## src/rtl/uart_tx_scheduler_if.sv

```systemverilog
// rtl/uart_tx_scheduler_if.sv - requester handshake and serial-line bundle for uart_tx_scheduler
interface uart_tx_scheduler_if;
    logic       req0_valid;
    logic [7:0] req0_data;
    logic       req0_ready;
    logic       req1_valid;
    logic [7:0] req1_data;
    logic       req1_ready;
    logic       tx;
    logic       busy;
    logic       grant_id;

    modport master (
        output req0_valid, req0_data, req1_valid, req1_data,
        input  req0_ready, req1_ready, tx, busy, grant_id
    );

    modport slave (
        input  req0_valid, req0_data, req1_valid, req1_data,
        output req0_ready, req1_ready, tx, busy, grant_id
    );
endinterface

```

## src/rtl/uart_tx_scheduler.sv

```systemverilog
// rtl/uart_tx_scheduler.sv - two-requester round-robin UART transmitter, even parity bit under UART_TX_PARITY_EN
module uart_tx_scheduler #(
    parameter int unsigned CLK_DIV = 10416
) (
    input  logic               clock_in,
    input  logic               rst_n,
    uart_tx_scheduler_if.slave bus
);

`ifdef UART_TX_PARITY_EN
    typedef enum logic [2:0] {IDLE, START, DATA, PARITY, STOP} state_t;
`else
    typedef enum logic [1:0] {IDLE, START, DATA, STOP} state_t;
`endif

    localparam logic [15:0] BIT_LAST = 16'(CLK_DIV - 1);

    state_t      state_q, state_d;
    logic [15:0] cnt_q, cnt_d;
    logic [2:0]  idx_q, idx_d;
    logic [7:0]  shreg_q, shreg_d;
    logic        tx_q, tx_d;
    logic        grant_q, grant_d;
    logic        last_q, last_d;
    logic        idle;
    logic        sel;
    logic        ready0;
    logic        ready1;
    logic        xfer;
    logic        bit_end;

    assign idle    = (state_q == IDLE);
    assign bit_end = (cnt_q == BIT_LAST);

    // Arbitration: a lone requester wins; on a tie the one not granted last time wins.
    always_comb begin
        sel = 1'b0;
        if (bus.req0_valid && bus.req1_valid) begin
            sel = ~last_q;
        end else if (bus.req1_valid) begin
            sel = 1'b1;
        end
    end

    // Ready is an IDLE decode only; rst_n gating keeps it low while reset is held.
    assign ready0 = rst_n & idle & bus.req0_valid & ~sel;
    assign ready1 = rst_n & idle & bus.req1_valid & sel;
    assign xfer   = ready0 | ready1;

    assign bus.req0_ready = ready0;
    assign bus.req1_ready = ready1;
    assign bus.tx         = tx_q;
    assign bus.busy       = ~idle;
    assign bus.grant_id   = grant_q;

    // Next-state logic: tx_d is the line level for the state being entered, so tx is a pure register.
    always_comb begin
        state_d = state_q;
        cnt_d   = cnt_q;
        idx_d   = idx_q;
        shreg_d = shreg_q;
        tx_d    = tx_q;
        grant_d = grant_q;
        last_d  = last_q;

        if (!idle) begin
            cnt_d = bit_end ? 16'd0 : cnt_q + 16'd1;
        end

        case (state_q)
            IDLE: begin
                cnt_d = 16'd0;
                if (xfer) begin
                    shreg_d = sel ? bus.req1_data : bus.req0_data;
                    grant_d = sel;
                    last_d  = sel;
                    idx_d   = 3'd0;
                    tx_d    = 1'b0;
                    state_d = START;
                end
            end
            START: begin
                if (bit_end) begin
                    idx_d   = 3'd0;
                    tx_d    = shreg_q[0];
                    state_d = DATA;
                end
            end
            DATA: begin
                if (bit_end) begin
                    if (idx_q == 3'd7) begin
`ifdef UART_TX_PARITY_EN
                        tx_d    = ^shreg_q;
                        state_d = PARITY;
`else
                        tx_d    = 1'b1;
                        state_d = STOP;
`endif
                    end else begin
                        idx_d = idx_q + 3'd1;
                        tx_d  = shreg_q[idx_q + 3'd1];
                    end
                end
            end
`ifdef UART_TX_PARITY_EN
            PARITY: begin
                if (bit_end) begin
                    tx_d    = 1'b1;
                    state_d = STOP;
                end
            end
`endif
            STOP: begin
                if (bit_end) begin
                    tx_d    = 1'b1;
                    state_d = IDLE;
                end
            end
            default: begin
                tx_d    = 1'b1;
                state_d = IDLE;
            end
        endcase
    end

    // State register; reset aborts any frame at once and drops the byte in flight.
    always_ff @(posedge clock_in or negedge rst_n) begin
        if (!rst_n) begin
            state_q <= IDLE;
            cnt_q   <= 16'd0;
            idx_q   <= 3'd0;
            shreg_q <= 8'd0;
            tx_q    <= 1'b1;
            grant_q <= 1'b0;
            last_q  <= 1'b1;
        end else begin
            state_q <= state_d;
            cnt_q   <= cnt_d;
            idx_q   <= idx_d;
            shreg_q <= shreg_d;
            tx_q    <= tx_d;
            grant_q <= grant_d;
            last_q  <= last_d;
        end
    end

endmodule

```

## src/flat_wrapper.sv

```systemverilog
// flat-port wrapper written by rule: the top's interface ports become plain ports
module uart_tx_scheduler_flat 
#(
    parameter int unsigned CLK_DIV = 10416
)
  (clock_in, rst_n, bus_req0_valid, bus_req0_data, bus_req1_valid, bus_req1_data, bus_req0_ready, bus_req1_ready, bus_tx, bus_busy, bus_grant_id);
  uart_tx_scheduler_if bus_i ();
  input  logic clock_in;
  input  logic rst_n;
  input wire logic [$bits(bus_i.req0_valid)-1:0] bus_req0_valid;
  input wire logic [$bits(bus_i.req0_data)-1:0] bus_req0_data;
  input wire logic [$bits(bus_i.req1_valid)-1:0] bus_req1_valid;
  input wire logic [$bits(bus_i.req1_data)-1:0] bus_req1_data;
  output wire logic [$bits(bus_i.req0_ready)-1:0] bus_req0_ready;
  output wire logic [$bits(bus_i.req1_ready)-1:0] bus_req1_ready;
  output wire logic [$bits(bus_i.tx)-1:0] bus_tx;
  output wire logic [$bits(bus_i.busy)-1:0] bus_busy;
  output wire logic [$bits(bus_i.grant_id)-1:0] bus_grant_id;
  assign bus_i.req0_valid = bus_req0_valid;
  assign bus_i.req0_data = bus_req0_data;
  assign bus_i.req1_valid = bus_req1_valid;
  assign bus_i.req1_data = bus_req1_data;
  assign bus_req0_ready = bus_i.req0_ready;
  assign bus_req1_ready = bus_i.req1_ready;
  assign bus_tx = bus_i.tx;
  assign bus_busy = bus_i.busy;
  assign bus_grant_id = bus_i.grant_id;
  uart_tx_scheduler #(.CLK_DIV(CLK_DIV)) u_core (.clock_in(clock_in), .rst_n(rst_n), .bus(bus_i));
endmodule
```

## config.mk

```make
export PLATFORM = sky130hd
export DESIGN_NAME = uart_tx_scheduler_flat
export DESIGN_NICKNAME = d
export VERILOG_FILES = /design/src/rtl/uart_tx_scheduler_if.sv /design/src/rtl/uart_tx_scheduler.sv /design/src/flat_wrapper.sv
export SDC_FILE = /design/constraint.sdc
export NUM_CORES = 1
export LEC_CHECK = 0
export ABC_AREA = 1
export CAP_MARGIN = 25
export CORE_UTILIZATION = 45
export CTS_CLUSTER_SIZE = 24
export DETAILED_ROUTE_END_ITERATION = 10
export PLACE_DENSITY = 0.67
export SYNTH_ARGS = -nofsm -noshare
export SYNTH_HDL_FRONTEND = slang
export SYNTH_SLANG_ARGS = --single-unit
```

## constraint.sdc

```tcl
create_clock -name clock_in -period 2.4 [get_ports clock_in]
set_clock_uncertainty 0.15 [all_clocks]
set_input_delay 0.36 -clock clock_in [delete_from_list [all_inputs] [get_ports clock_in]]
set_output_delay 0.36 -clock clock_in [all_outputs]
set_load 0.1 [all_outputs]
```

-- After elaboration in Yosys (flattened, before gate mapping)
Cells that the tools add are included.
- add/sub/neg operators: 2
- order comparisons: 1
- equal/unequal tests: 11
- muxes and demuxes: 24
- bitwise gates (word level): 9
- reduce and logical (&&, ||, !) cells: 7
- operators by type and width (cell ; count):
    $mux 16 ; 2
    $add 16x1->16 const B ; 1
    $eq 16x14->1 const B ; 1
    $mux 3 ; 4
    $mux 2 ; 5
    $reduce_and 5->1 ; 2
    $pmux 3 s3 ; 1
    $mux 1 ; 8
    $mux 8 ; 1
    $ne 2x1->1 const B ; 4
    $pmux 2 s4 ; 1
    $and 1x1->1 ; 5
    $eq 2x2->1 const B ; 2
    $lt 3x4->1 const B ; 1
    $ne 2x2->1 const B ; 2
    $pmux 1 s4 ; 1
    $reduce_and 4->1 ; 1
    $add 3x1->3 const B ; 1
    $bmux 1 s3 ; 1
    $eq 3x3->1 const B ; 1
    $not 1->1 ; 3
    $reduce_bool 3->1 ; 1
    $eq 2x1->1 const B ; 1
    $logic_not 2->1 ; 1
    3 further kinds ; 3
- flip-flop bits (word level): 32
- output and inout bits: 5

-- Longest topological paths before layout
Gate-level depths: netlist of run 1.
- depth after elaboration: 7
- depth in mapped cells: 12
- mapped depth without buffers: 12

-- Least setup slack after synthesis of run 1
Ideal clock, no wire load.
- path kind: reg2out
- start: register u_core.state_q[0]
- end: output bus_req0_ready
- data arrival time: 2.348 ns
- required time: 1.890 ns
- setup slack: -0.458 ns
- stages on the path, launching flop included: 7
- path buffers: 0
- cells stage by stage: dfrtp_1 -> inv_1 -> ha_1 -> nand2_1 -> inv_2 -> nand2_1 -> a21oi_1
- longest elaborated chain between the ends: 4
- RTL lines (item ; RTL line ; source):
    from (decl) ; uart_tx_scheduler.sv:18 ; state_t state_q, state_d;
    from (signal assigned) ; uart_tx_scheduler.sv:137 ; state_q <= state_d;
    $logic_not 2->1 ; uart_tx_scheduler.sv:32 ; assign idle = (state_q == IDLE);
    $and 1x1->1 (3 in series) ; uart_tx_scheduler.sv:46 ; assign ready0 = rst_n & idle & bus.req0_valid & ~sel;
    to (decl) ; flat_wrapper.sv:14 ; output wire logic [$bits(bus_i.req0_ready)-1:0] bus_req0_ready;
No other way between the ends.

-- Worst setup path after layout of run 1
- start: register u_core.state_q[1]
- end: output bus_req0_ready
Same word-level chain as after synthesis.

==> metrics, run 1 <==
run status finished clean; depth of the most critical reg-to-reg path 9; ports placed on the boundary 25; routed via count roughly 1800; number of placement rows 23; DRC violation count after routing 0; peak fanout along the critical path 4; final hold violation count 0; Worst Max-Slew Pin Slew 0.402 ns; fin. max-slew vios 0; Hold Crit Start u_core.last_q$_DFFE_PN1P_; number of nets still failing antenna checks after routing 0; H-Tree Depth 2; post-synthesis sequential area ratio 0.403; data required time at the worst endpoint roughly 1.9 ns; MaxCap Viol Count 0; hold slack 0.320 ns; Net Sw Frac 0.448; Switch Pwr approximately 1.1 mW; share of final-layout standard cells stronger than drive strength 1 0.144; end point of the most critical hold path u_core.last_q$_DFFE_PN1P_; largest cells by area after synthesis dfrtp_1 (38%), nand2_1 (13%), nor2_1 (7.3%), nand3_1 (6.5%), inv_1 (5.3%); top cell type's share of synthesized area 0.377; beginning of the worst register-to-register path u_core.state_q[0]$_DFFE_PN0P_; global placer's final weighted congestion ~0.87; final count of negative-setup-slack endpoints 0; top-count cell post-synth nand2_1; Layout Utilization 0.592; effective utilization at floorplan 0.484; element type at the critical path end output pin; synthesized area divided by synthesized cell count around 7.5 um2; hold buffer count at CTS 0; Int Power between 1 and 1.5 mW; highest clock frequency the design can meet 463 MHz; area growth from synthesis to layout 22.4%; average routed wire per standard cell ~12 um; clock sinks 32; class of the worst hold path reg2reg; Reg2Reg Capture Point u_core.state_q[1]$_DFFE_PN0P_; worst rel slew slack 0.732; height of the chip between 60 and 70 um; initial antenna violation count 0; Seq pwr share 0.328; minimum setup slack among reg-to-reg paths 0.58 ns; PwrDens between 1000 and 1500 nW/um2; Core Box Area ~4100 um2; share of flip-flops with an asynchronous set or reset 1.00; most instantiated cells after synthesis nand2_1 (69), nor2_1 (39), dfrtp_1 (30), inv_1 (28), nand3_1 (26); vias in the first global route ~1600; Remaining Overflow, GRT 0; Synth cell types 30; peak supply drop between 1000 and 1500 uV; Detail Placement HPWL 3.14 mm; area enclosed by the die boundary ~4700 um2; Tot GR Track Use 0.213; crit path time final between 2 and 2.5 ns; clock transition at the registers of the reported paths approximately 0.070 ns; worst hold path stage count 2; critical path launch point type flip-flop; TritonCTS Buffers 5; clock insertion delay at the later pin of the skew report between 0.2 and 0.3 ns; final worst-path cycle share 0.900; maximum number of pins on one net before global-route repair 33; combinational share of power 0.496; count of routing violations after the opening detailed-route iteration 90; count of synthesis-stage warnings from yosys 0; clock network power share 0.177; library cell with the largest summed area after synthesis dfrtp_1; Nets between 300 and 400; clock tree root buffer cell clkbuf_8; CTS tree built; number of detailed-route iterations in the first pass 5; accumulated negative setup slack 0 ns; predominant post-synthesis flop cell dfrtp_1; Post-Synthesis Net Count 294; RSZ-0062 raised after global routing false; number of enable flip-flop cells after synthesis 0; post-synthesis register bit count 32; maximum clock path buffer count 2; count of instances resized after the clock tree is built 0; Final Routed Wirelength approximately 4 mm; Post-Syn Area ~2000 um2; WP data arrival 1.65 ns; global-route wire length before repair 7.22 mm; buffers added on ports 24; number of cells produced by synthesis between 200 and 300; die extent in x 68.5 um; number of inserted diodes 0; Post CTS Setup Buffer Count 0; Lkg Pwr 1.19 nW; number of vias per cell after detailed routing just over 5; category of the critical setup timing path reg2out
worst max path at each step:
| stage | start | to | slack (ns) | depth (start not counted) |
|---|---|---|---|---|
| floorplan | u_core.state_q[0]$_DFFE_PN0P_ | bus_req0_ready | 0.17 | 6 |
| global placement | rst_n | bus_req0_ready | 0.35 | 6 |
| detailed placement | rst_n | bus_req0_ready | 0.37 | 6 |
| CTS | u_core.state_q[0]$_DFFE_PN0P_ | bus_req0_ready | 0.22 | 7 |
| global route | u_core.state_q[0]$_DFFE_PN0P_ | bus_req0_ready | 0.11 | 7 |
| finish | u_core.state_q[1]$_DFFE_PN0P_ | bus_req0_ready | 0.24 | 7 |
worst max-delay path, stage by stage, from the launching register on:
cell and delay, ns:
dfrtp_1 0.42, inv_1 0.12, ha_1 0.17, nand2_1 0.08
inv_2 0.07, nand2_1 0.11, a21oi_2 0.19, buf_12 0.20
registers in the layout (all words and copies together) (netlist names):
signal and cells:
u_core.last_q 1, u_core.state_q 2, u_core.idx_q 3, u_core.cnt_q 16, u_core.bus.tx 1, u_core.shreg_q 8
u_core.bus.grant_id 1
layout make-up:
type                    instances  area [um2]
fillers                       417        1680
well taps                      50        62.6
flip-flops and latches         32         803
clock buffers                   6        82.6
inverters                      33         124
multi-input cells             197        1050
clock inverters                 2        10.0
repair buffers                 29         303
placed cells by master, fill, tap and decap left out, types with 3 or more instances in the layout:
cell type / count
a21oi_1: 3
nand2_1: 69
nand4_1: 7
buf_4: 7
nor3_1: 6
nand3_1: 26
nor2_1: 39
ha_1: 8
dfrtp_1: 30
clkbuf_8: 6
nor2_2: 3
nand3_2: 3
a31oi_1: 8
inv_2: 5
clkdlybuf4s50_1: 19
buf_12: 3
xor2_1: 6
inv_1: 28
nor2_4: 3
cell families after synthesis:
group | count (synthesis) | share of synthesized area
AOI/OAI and AO/OA | 18 | 0.0660
xor gates and xnor gates | 7 | 0.0308
and+or+nand+nor | 164 | 0.379
adders and majority gates | 8 | 0.0503
DFF | 32 | 0.403
buffers and inverters | 37 | 0.0703
per-layer routing:
| metal | share of wire | vias to the layer above | track usage |
|---|---|---|---|
| li1 | - | 917 | - |
| met1 | 0.53 | 793 | 0.302 |
| met2 | 0.40 | 37 | 0.304 |
| met3 | 0.038 | 8 | 0.0378 |
| met4 | 0.025 | 0 | 0.117 |
| met5 | 0 | - | 0 |
per-stage QoR:
| step | setup slack [ns] | power, mW | cell area (um2) | cells |
|---|---|---|---|---|
| floorplan | 0.165 | 1.71 | 2000 | 266 |
| global placement | 0.349 | 2.03 | 2340 | 341 |
| detailed placement | 0.367 | 2.04 | 2340 | 341 |
| CTS | 0.218 | 2.49 | 2440 | 349 |
| global route | 0.106 | 2.69 | 2440 | 349 |
| finish | 0.239 | 2.46 | 2440 | 349 |
power groups by stage:
stage	Sequential (mW)	Combinational [mW]	Clock [mW]
after floorplan	0.890	0.824	0
after global placement	0.812	1.22	0
after detailed placement	0.816	1.22	0
after CTS	0.807	1.23	0.454
after global routing	0.828	1.39	0.473
final	0.806	1.22	0.434
Note: power is estimated with default switching activity, not from simulation.
==> run 2: changes to the inputs <==
- CELL_PAD_IN_SITES_DETAIL_PLACEMENT: unset -> 0
- CELL_PAD_IN_SITES_GLOBAL_PLACEMENT: unset -> 2
- CORE_UTILIZATION: 45 -> 32
- PLACE_DENSITY: 0.67 -> unset
- PLACE_DENSITY_LB_ADDON: unset -> 0.1
==> run 2 against run 1 <==
Cell area is 2.2% higher. Worst setup slack worse by 0.037 ns. Critical path depth stayed put. Largest power group unchanged. Fmax is 1.7% lower.
==> metrics, run 2 (synthesis results as in run 1) <==
TritonCTS Buffers 5 (unchanged); class of the worst hold path reg2reg (unchanged); crit-path most repeated cell nand2_1 (unchanged); maximum clock path buffer count 2 (unchanged); clock tree root buffer cell clkbuf_8 (unchanged); final worst-path cycle share 0.916 (was 0.900); accumulated negative setup slack 0 ns (unchanged); clock transition at the registers of the reported paths 0.07 ns (about the same); H-Tree Depth 2 (unchanged); Critical path buffers and inverters 3 (unchanged); initial antenna violation count 0 (unchanged); Remaining Overflow, GRT 0 (unchanged); Worst Max-Slew Pin Slew 0.424 ns (was 0.402 ns); crit path time final 2.20 ns (was 2.16 ns); maximum number of pins on one net before global-route repair 33 (unchanged); clock sinks 32 (unchanged); Final Routed Wirelength 4.57 mm (was 4.11 mm); area after detailed placement 2380 um2 (was 2340 um2); data required time at the worst endpoint 1.89 ns (about the same); fin. max-slew vios 0 (unchanged); final hold violation count 0 (unchanged); count of instances resized after the clock tree is built 0 (unchanged); Detail Placement HPWL 3.51 mm (was 3.14 mm); largest registers ranked by flip-flop count u_core.cnt_q: 16 flops, u_core.shreg_q: 8 flops, u_core.idx_q: 3 flops (unchanged); highest-delay cell along the critical path dfrtp_1 (unchanged); WP data arrival 1.69 ns (was 1.65 ns); number of placement rows 28 (was 23); hold buffer count at CTS 0 (unchanged); number of inserted diodes 0 (unchanged); area of the multi-input gates 1050 um2 (unchanged); cells along the critical path inv_1 -> ha_1 -> nand2_1 -> inv_2 -> nand2_1 -> a21oi_2 -> buf_12 (unchanged); element type at the critical path end output pin (unchanged); global-route wire length before repair 7.89 mm (was 7.22 mm); final count of negative-setup-slack endpoints 0 (unchanged); routed via count 1712 (was 1755); leading cell types in the layout, fill and taps excluded nand2_1 (69), nor2_1 (39), dfrtp_1 (30) (unchanged); most frequent standard cell in the layout excluding fill and tap cells nand2_1 (unchanged); ports placed on the boundary 25 (unchanged); category of the critical setup timing path reg2out (unchanged); CTS tree built (unchanged); average routed wire per standard cell 12.2 um (was 11.8 um); run status finished clean (unchanged); critical path launch point type flip-flop (unchanged); critical path's largest stage delay 0.42 ns (about the same); buffers added on ports 24 (unchanged); kind of cell adding the most delay to the critical path flip-flops (unchanged); effective utilization at floorplan 0.334 (was 0.484); number of detailed-route iterations in the first pass 4 (was 5); number of vias per cell after detailed routing 4.58 (was 5.03); Core Box Area 5960 um2 (was 4120 um2); RSZ-0062 raised after global routing false (unchanged); worst rel slew slack 0.717 (was 0.732); FF/Latch Area 803 um2 (unchanged); die extent in x 80.9 um (was 68.5 um); clock insertion delay at the later pin of the skew report 0.29 ns (about the same); area enclosed by the die boundary 6540 um2 (was 4700 um2); share of final-layout standard cells stronger than drive strength 1 0.144 (unchanged); MaxCap Viol Count 0 (unchanged); PwrDens 1040 nW/um2 (was 1010 nW/um2); Nets 326 (unchanged); height of the chip 80.9 um (was 68.5 um); peak supply drop 597 uV (was 1150 uV); DRC violation count after routing 0 (unchanged); Layout fillers 640 (was 417); Post CTS Setup Buffer Count 0 (unchanged); Lkg Pwr 1.19 nW (about the same); global placer's final weighted congestion 0.728 (was 0.875); highest clock frequency the design can meet 455 MHz (was 463 MHz); largest reg by FF count u_core.cnt_q (unchanged); peak fanout along the critical path 4 (unchanged); max reg flops 16 (unchanged); vias in the first global route 1636 (was 1608); Tot GR Track Use 0.160 (was 0.213); final instance area 2490 um2 (was 2440 um2); number of nets still failing antenna checks after routing 0 (unchanged); overall power after layout 2.58 mW (was 2.46 mW); area growth from synthesis to layout 25.1% (was 22.4%); count of routing violations after the opening detailed-route iteration 79 (was 90)
run 2: changes by cell type in the layout (fill, tap and decap cells not counted):
cell / previous run / this run
clkinv_2: 2 / 0
inv_6: 0 / 1
bufinv_16: 0 / 1
clkbuf_8: 6 / 5
clkinvlp_4: 0 / 1
run 2: path summary, 6_finish.rpt:
kind,startpoint,end,slack (ns),cells past startpoint
max reg2reg,u_core.state_q[1]$_DFFE_PN0P_,u_core.state_q[1]$_DFFE_PN0P_,0.53,11
max,u_core.state_q[1]$_DFFE_PN0P_,bus_req0_ready,0.20,7
max in group asynchronous,rst_n,u_core.last_q$_DFFE_PN1P_,1.38,2
min,u_core.bus.tx$_DFFE_PN1P_,u_core.bus.tx$_DFFE_PN1P_,0.32,2
min in group asynchronous,rst_n,u_core.cnt_q[15]$_DFF_PN0_,0.38,2
min reg2reg,u_core.bus.tx$_DFFE_PN1P_,u_core.bus.tx$_DFFE_PN1P_,0.32,2
run 2: power breakdown:
group	internal (mW)	switching (mW)	total [mW]
registers	0.694	0.110	0.804
logic	0.434	0.806	1.24
clock network	0.313	0.222	0.534
run 2: tightest hold or removal path, stage by stage, from the launching register on:
cell	delay, ns
dfstp_2	0.37
nand2_1	0.05
nand2_1	0.04
run 2: final cells by class:
cell class,instances,area share
repair buffers,29,0.122
clock inverters,3,0.0186
clock buffers,5,0.0276
well taps,75,0.0377
inverters,33,0.0497
multi-input cells,197,0.422
flip-flops and latches,32,0.322
run 2: metal layers:
metal / track usage / share of wire
met5: 0 / 0
met2: 0.228 / 0.43
met1: 0.237 / 0.53
met3: 0.0382 / 0.033
met4: 0.0482 / 0.014
run 2: per-stage QoR:
stage | hold slack [ns] | util | setup WS [ns] | std cells
6_report | 0.316 | 0.418 | 0.202 | 374
2_1_floorplan | -0.0856 | - | 0.165 | 266
5_1_grt | 0.330 | 0.418 | 0.0591 | 374
4_1_cts | 0.319 | 0.418 | 0.191 | 374
3_5_place_dp | 0.309 | 0.399 | 0.338 | 366
3_3_place_gp | 0.303 | 0.399 | 0.327 | 366
